**config.mk**
```make
export PLATFORM = sky130hd
export DESIGN_NAME = dual_fetch_unit
export DESIGN_NICKNAME = d
export VERILOG_FILES = /design/src/rtl/fetch_pkg.sv /design/src/rtl/fetch_pair_fifo.sv /design/src/rtl/dual_fetch_unit.sv
export SDC_FILE = /design/constraint.sdc
export NUM_CORES = 1
export LEC_CHECK = 0
export CAP_MARGIN = 10
export CELL_PAD_IN_SITES_DETAIL_PLACEMENT = 1
export CELL_PAD_IN_SITES_GLOBAL_PLACEMENT = 2
export CORE_ASPECT_RATIO = 0.6
export CORE_MARGIN = 2
export CORE_UTILIZATION = 25
export CTS_CLUSTER_SIZE = 24
export DETAILED_ROUTE_END_ITERATION = 8
export GPL_TIMING_DRIVEN = 0
export PLACE_DENSITY_LB_ADDON = 0.1
export SYNTH_ARGS = -nofsm -noshare
export SYNTH_HDL_FRONTEND = slang
export SYNTH_SLANG_ARGS = --single-unit
```
**constraint.sdc**
```tcl
create_clock -name clk -period 5 [get_ports clk]
set_clock_uncertainty 0.2 [all_clocks]
set_input_delay 1 -clock clk [delete_from_list [all_inputs] [get_ports clk]]
set_output_delay 1 -clock clk [all_outputs]
set_load 0.03 [all_outputs]
```
**src/rtl/fetch_pkg.sv**
```systemverilog
// ============================================================================
//  Package  : fetch_pkg
//  Purpose  : Shared defaults and the instruction-pair record used by the
//             dual-issue fetch stage and its pair buffer.
//  Revision : 1.0
// ============================================================================
`default_nettype none

package fetch_pkg;

    localparam logic [31:0] DEFAULT_RESET_PC = 32'h0000_0000;
    localparam int          DEFAULT_PC_STEP  = 4;

    // One fetched pair as delivered to decode.
    typedef struct packed {
        logic [31:0] pc1;
        logic [31:0] pc2;
        logic [31:0] instr1;
        logic [31:0] instr2;
    } fetch_pair_t;

    // Redirect targets are always word aligned.
    function automatic logic [31:0] word_align(input logic [31:0] addr);
        return {addr[31:2], 2'b00};
    endfunction

endpackage

`default_nettype wire

```
**src/rtl/fetch_pair_fifo.sv**
```systemverilog
// ============================================================================
//  Module   : fetch_pair_fifo
//  Purpose  : Small synchronous FIFO of fetch pairs with synchronous clear,
//             occupancy count and fall-through when empty (a pair pushed into
//             an empty buffer is visible at the head in the same cycle).
//  Revision : 1.0
// ============================================================================
`default_nettype none

module fetch_pair_fifo
    import fetch_pkg::*;
#(
    parameter int DEPTH = 2
) (
    input  logic                     clk,
    input  logic                     rst_n,
    input  logic                     clear,
    input  logic                     push,
    input  fetch_pair_t              wdata,
    input  logic                     pop,
    output logic                     valid,
    output fetch_pair_t              head,
    output logic [$clog2(DEPTH):0]   count
);

    localparam int AW = $clog2(DEPTH);

    fetch_pair_t         mem [DEPTH];
    logic [AW-1:0]       wr_ptr;
    logic [AW-1:0]       rd_ptr;
    logic [AW:0]         cnt;
    logic                empty;
    logic                bypass;
    logic                do_push;
    logic                do_pop;

    // Fall-through control: an empty buffer presents the incoming pair directly,
    // and if decode takes it in the same cycle it is never stored.
    always_comb begin
        empty   = (cnt == '0);
        bypass  = empty && push;
        do_push = push && !(bypass && pop);
        do_pop  = pop && !empty;
        valid   = !empty || push;
        head    = bypass ? wdata : mem[rd_ptr];
        count   = cnt;
    end

    // Storage, pointers and occupancy; clear empties the buffer in one cycle.
    always_ff @(posedge clk or negedge rst_n) begin
        if (!rst_n) begin
            wr_ptr <= '0;
            rd_ptr <= '0;
            cnt    <= '0;
            for (int i = 0; i < DEPTH; i++) begin
                mem[i] <= '0;
            end
        end else if (clear) begin
            wr_ptr <= '0;
            rd_ptr <= '0;
            cnt    <= '0;
        end else begin
            if (do_push) begin
                mem[wr_ptr] <= wdata;
                wr_ptr      <= wr_ptr + AW'(1);
            end
            if (do_pop) begin
                rd_ptr <= rd_ptr + AW'(1);
            end
            cnt <= cnt + {{AW{1'b0}}, do_push} - {{AW{1'b0}}, do_pop};
        end
    end

endmodule

`default_nettype wire

```
**src/rtl/dual_fetch_unit.sv**
```systemverilog
// ============================================================================
//  Module   : dual_fetch_unit
//  Purpose  : Dual-issue fetch stage. Issues PC pairs to a 1-cycle synchronous
//             instruction memory under a credit rule, buffers returned pairs
//             and hands them to decode over valid/ready. Execute-stage branch
//             resolution redirects fetch and flushes buffered work.
//  Options  : FETCH_PERF_CNT_EN adds saturating perf_redirects and
//             perf_stall_cycles counters.
//  Revision : 1.0
// ============================================================================
`default_nettype none

module dual_fetch_unit
    import fetch_pkg::*;
#(
    parameter logic [31:0] RESET_PC   = DEFAULT_RESET_PC,
    parameter int          PC_STEP    = DEFAULT_PC_STEP,
    parameter int          FIFO_DEPTH = 2
) (
    input  logic        clk,
    input  logic        rst_n,
    output logic        imem_req,
    output logic [31:0] imem_addr1,
    output logic [31:0] imem_addr2,
    input  logic [31:0] imem_rdata1,
    input  logic [31:0] imem_rdata2,
    input  logic        isBranchTaken1,
    input  logic [31:0] branchPC1,
    input  logic        isBranchTaken2,
    input  logic [31:0] branchPC2,
    output logic        dec_valid,
    input  logic        dec_ready,
    output logic [31:0] pc1,
    output logic [31:0] pc2,
    output logic [31:0] instr1,
    output logic [31:0] instr2,
    output logic        flush
`ifdef FETCH_PERF_CNT_EN
    ,
    output logic [31:0] perf_redirects,
    output logic [31:0] perf_stall_cycles
`endif
);

    localparam int          CW        = $clog2(FIFO_DEPTH);
    localparam logic [31:0] STEP      = 32'(PC_STEP);
    localparam logic [31:0] PAIR_STEP = 32'(2 * PC_STEP);

    logic [31:0]  fetch_pc;
    logic [31:0]  req_pc;
    logic         inflight;
    logic         redirect;
    logic [31:0]  target;
    logic         issue;
    logic [CW:0]  fifo_count;
    logic [CW:0]  credit_used;
    logic         fifo_valid;
    logic         push;
    logic         pop;
    fetch_pair_t  push_pair;
    fetch_pair_t  head_pair;

    // Redirect mux (older lane wins), credit-based issue and decode handshake.
    always_comb begin
        redirect    = isBranchTaken1 | isBranchTaken2;
        target      = word_align(isBranchTaken1 ? branchPC1 : branchPC2);
        credit_used = fifo_count + {{CW{1'b0}}, inflight};
        issue       = rst_n && !redirect && (credit_used < (CW + 1)'(FIFO_DEPTH));
        push        = inflight && !redirect;
        push_pair   = '{pc1: req_pc, pc2: req_pc + STEP,
                        instr1: imem_rdata1, instr2: imem_rdata2};
        dec_valid   = fifo_valid && !redirect;
        pop         = dec_valid && dec_ready;
        flush       = redirect;
        imem_req    = issue;
        imem_addr1  = fetch_pc;
        imem_addr2  = fetch_pc + STEP;
        pc1         = head_pair.pc1;
        pc2         = head_pair.pc2;
        instr1      = head_pair.instr1;
        instr2      = head_pair.instr2;
    end

    // Fetch PC, address of the outstanding request and the in-flight flag;
    // a redirect squashes the outstanding response and restarts at the target.
    always_ff @(posedge clk or negedge rst_n) begin
        if (!rst_n) begin
            fetch_pc <= RESET_PC;
            req_pc   <= '0;
            inflight <= 1'b0;
        end else if (redirect) begin
            fetch_pc <= target;
            inflight <= 1'b0;
        end else begin
            inflight <= issue;
            if (issue) begin
                req_pc   <= fetch_pc;
                fetch_pc <= fetch_pc + PAIR_STEP;
            end
        end
    end

    fetch_pair_fifo #(
        .DEPTH (FIFO_DEPTH)
    ) u_fifo (
        .clk   (clk),
        .rst_n (rst_n),
        .clear (redirect),
        .push  (push),
        .wdata (push_pair),
        .pop   (pop),
        .valid (fifo_valid),
        .head  (head_pair),
        .count (fifo_count)
    );

`ifdef FETCH_PERF_CNT_EN
    // Saturating event counters for redirects and decode back-pressure.
    always_ff @(posedge clk or negedge rst_n) begin
        if (!rst_n) begin
            perf_redirects    <= '0;
            perf_stall_cycles <= '0;
        end else begin
            if (redirect && (perf_redirects != '1)) begin
                perf_redirects <= perf_redirects + 32'd1;
            end
            if (dec_valid && !dec_ready && (perf_stall_cycles != '1)) begin
                perf_stall_cycles <= perf_stall_cycles + 32'd1;
            end
        end
    end
`endif

endmodule

`default_nettype wire

```
==> impl_metrics.json <==
{
  "hp-class": "in -> async",
  "outcome": "complete, no violations",
  "gr-usage-met1_pct": 28.73,
  "p_switching_mw": 2.703,
  "drc": 0,
  "internal_power_mw": 5.365,
  "met3_usage_pct": 2.843,
  "wirelength_mm": 62.43,
  "drv_cap": 0,
  "leakage_nw": 9.586,
  "start_util_pct": 25.27,
  "grt_use_met2_pct": 27.50,
  "clockRootBuffer": "clkbuf_16",
  "worstPathRequired_ns": 3.80,
  "rows": 72,
  "async_flop_share_pct": 100.0,
  "die_y_um": 201.6,
  "cp_top_family": "buffers and inverters",
  "seqCellArea_sq_um": 7834,
  "dr.pass1.iters": 4,
  "routabilityCongestion": 0.7800,
  "clock.fmax_ghz": 0.2061,
  "crit_chain": "clkdlybuf4s50_1, nor2_4, and3_1, buf_4, buf_4, buf_4, clkbuf_4, a21oi_1, clkdlybuf4s50_1",
  "critical_path.max_stage_delay_ns": 0.65,
  "synth_flop_cell": "dfrtp_1",
  "synth.avg_cell_area_sq_um": 10.22,
  "grt_busiest_layer": "met1",
  "total_power_mw": 8.068,
  "drive_gt1_share_pct": 10.20,
  "hpwl_mm": 47.26,
  "syn_to_final_growth_pct": 34.46,
  "htreeDepth": 2,
  "fin_hold_ws_ns": 0.1500,
  "seq_area_frac_synth_pct": 48.12,
  "min_period_ns": 4.852,
  "avgRoutedWirePerCell_um": 22.03,
  "post-synth-top-area-cell": "dfrtp_1",
  "cts.sinks": 313,
  "vias": 13570,
  "io_pins": 328,
  "power_density_nw_per_um2": 368.6,
  "drt-initial-drc-count": 651,
  "r2r_slack_ns": 1.94,
  "clk_latency_ns": 0.55,
  "power_frac_seq_pct": 37.7,
  "cts_tree": "yes",
  "grt_max_degree": 80,
  "vias_per_cell": 4.790,
  "hold_viol": 0,
  "dp_cells": 2767,
  "yosysTopAreaCellShare_pct": 48.12,
  "cts_buffers": 37,
  "swShare_pct": 33.50,
  "tightest_slew_ns": 0.9846,
  "crit_type": "in -> out",
  "combinationalPowerShare_pct": 27.2,
  "p_clk_share_pct": 35.1,
  "cts_buffer_depth": 3,
  "synth-seq-cells": 313,
  "core-area_sq_um": 64410,
  "final_util_pct": 33.98,
  "yosysWarnings": 0,
  "synth_edf_count": 0,
  "slew_headroom_pct": 34.36,
  "clkTransAtPathRegs_ns": 0.06,
  "rsz0062_at_grt": "no",
  "dieWidth_um": 333.4,
  "first_global_vias": 14512,
  "fill_cells": 7184,
  "setup_viol": 0,
  "antenna_left": 0,
  "multiInputGateArea_sq_um": 7818,
  "critPathCaptureType": "output port",
  "die-area_sq_um": 67230,
  "cp_slowest_cell": "clkdlybuf4s50_1",
  "path_common_cell": "buf_4",
  "synth_area_leaders": "dfrtp_1 48%, mux2_1 10%, mux2i_1 6.3%",
  "critPathArrivalTime_ns": 3.65,
  "grtUsageTotal_pct": 18.64,
  "portBuffers": 314,
  "slew_violations": 0,
  "finalCritPeriodShare_pct": 97.03,
  "synthCells": 1592,
  "crit_path_max_fanout": 10,
  "vdd_ir_drop_max_mv": 0.1952,
  "holdBufCountCts": 0,
  "syn_area_sq_um": 16280,
  "fin_cells": 2833,
  "cp-start-kind": "input pin",
  "crit_buf_inv": 6,
  "grt_overflow": 0,
  "grt_pass1_wl_mm": 95.41,
  "grt_antenna_before_repair": 1,
  "nNetsFinal": 2091,
  "ys_types": 63
}
synth_stat cells, types with 22 or more instances:
library cell / number
a211oi_1: 30
a21oi_1: 56
buf_2: 53
clkbuf_1: 62
dfrtp_1: 313
mux2_1: 148
mux2_2: 37
mux2i_1: 103
nand2_1: 273
nor2_1: 36
nor2b_1: 30
nor3_1: 22
o21ai_0: 126
o21ai_1: 45
xnor2_1: 43
xor2_1: 26
per-layer routing:
layer / part of all wire (%) / up-vias / routed length, um
met5: 0 / - / 0
met3: 3.3 / 52 / 2079
met4: 1.3 / 0 / 798
met1: 52 / 7028 / 32630
met2: 43 / 190 / 26920
li1: - / 6300 / -
flip-flops by register name, summed over array words and instances, names as in the netlist:
| name | count |
|---|---|
| imem_addr1 | 30 |
| inflight | 1 |
| req_pc | 30 |
| u_fifo.count | 2 |
| u_fifo.mem | 248 |
| u_fifo.rd_ptr | 1 |
| u_fifo.wr_ptr | 1 |
area by class of cell:
cell class / instances / share of cell area (%)
clock inverter: 8 / 0.4402
sequential: 313 / 35.79
antenna: 1 / 0.01143
multi-input combinational: 1138 / 35.72
tap: 851 / 4.865
inverter: 15 / 0.2630
clock buffer: 59 / 5.260
timing repair buffer: 318 / 14.76
buffer: 130 / 2.887
power groups by stage:
stage / Clock (mW) / Combinational, mW / Sequential (mW)
floorplan: 0 / 1.23 / 3.06
global placement: 0 / 2.27 / 3.08
detailed placement: 0 / 2.30 / 3.09
CTS: 2.94 / 2.24 / 3.04
global route: 3.05 / 2.36 / 3.08
finish: 2.83 / 2.19 / 3.04
worst paths after layout:
path                            depth (start not counted)       startpoint               to
worst max-delay path                                    9   isBranchTaken1          pc2[18]
worst min register to register                          2  u_fifo.mem[209]  u_fifo.mem[209]
max in group asynchronous                               4            rst_n   u_fifo.mem[53]
worst max register to register                          7  u_fifo.count[1]   u_fifo.mem[91]
worst min-delay path                                    1            rst_n   imem_addr1[28]
min in group clk                                        2  u_fifo.mem[209]  u_fifo.mem[209]
layout by cell type, fill, tap and decap left out, types with 43 or more instances in the layout:
master / Yosys / layout
mux2i_1: 103 / 103
xnor2_1: 43 / 43
mux2_1: 148 / 148
nand2_1: 273 / 273
buf_2: 53 / 48
clkdlybuf4s50_1: 0 / 241
o21ai_1: 45 / 45
clkbuf_1: 62 / 62
o21ai_0: 126 / 126
dfrtp_1: 313 / 312
dlygate4sd2_1: 0 / 56
a21oi_1: 56 / 55
cell families after synthesis:
group | Yosys count | share of synthesized area (%)
flops | 313 | 48.12
buf+inv | 148 | 4.151
fa+ha+maj | 5 | 0.3843
xor+xnor | 69 | 3.713
simple gates | 460 | 13.70
other cells | 1 | 0.02304
compound gates | 308 | 10.78
mux | 288 | 19.13
per-stage QoR:
stage / worst slack (ns) / instance area, sq um / TNS, ns
after global routing: 0.001443 / 21880 / 0
after global placement: -13.81 / 20510 / -4574.32
after floorplan: 1.229 / 16300 / 0
after detailed placement: -0.9732 / 20600 / -47.53
final: 0.1483 / 21890 / 0
after CTS: 0.003900 / 21830 / 0
repair_timing:
action | 4_1_cts | 5_1_grt
cloned | 1 | 0
setup buffers | 0 | 0
setup endpoints to repair | 125 | 45
resized for setup | 72 | 27
Power figures use the tool's default switching activity.
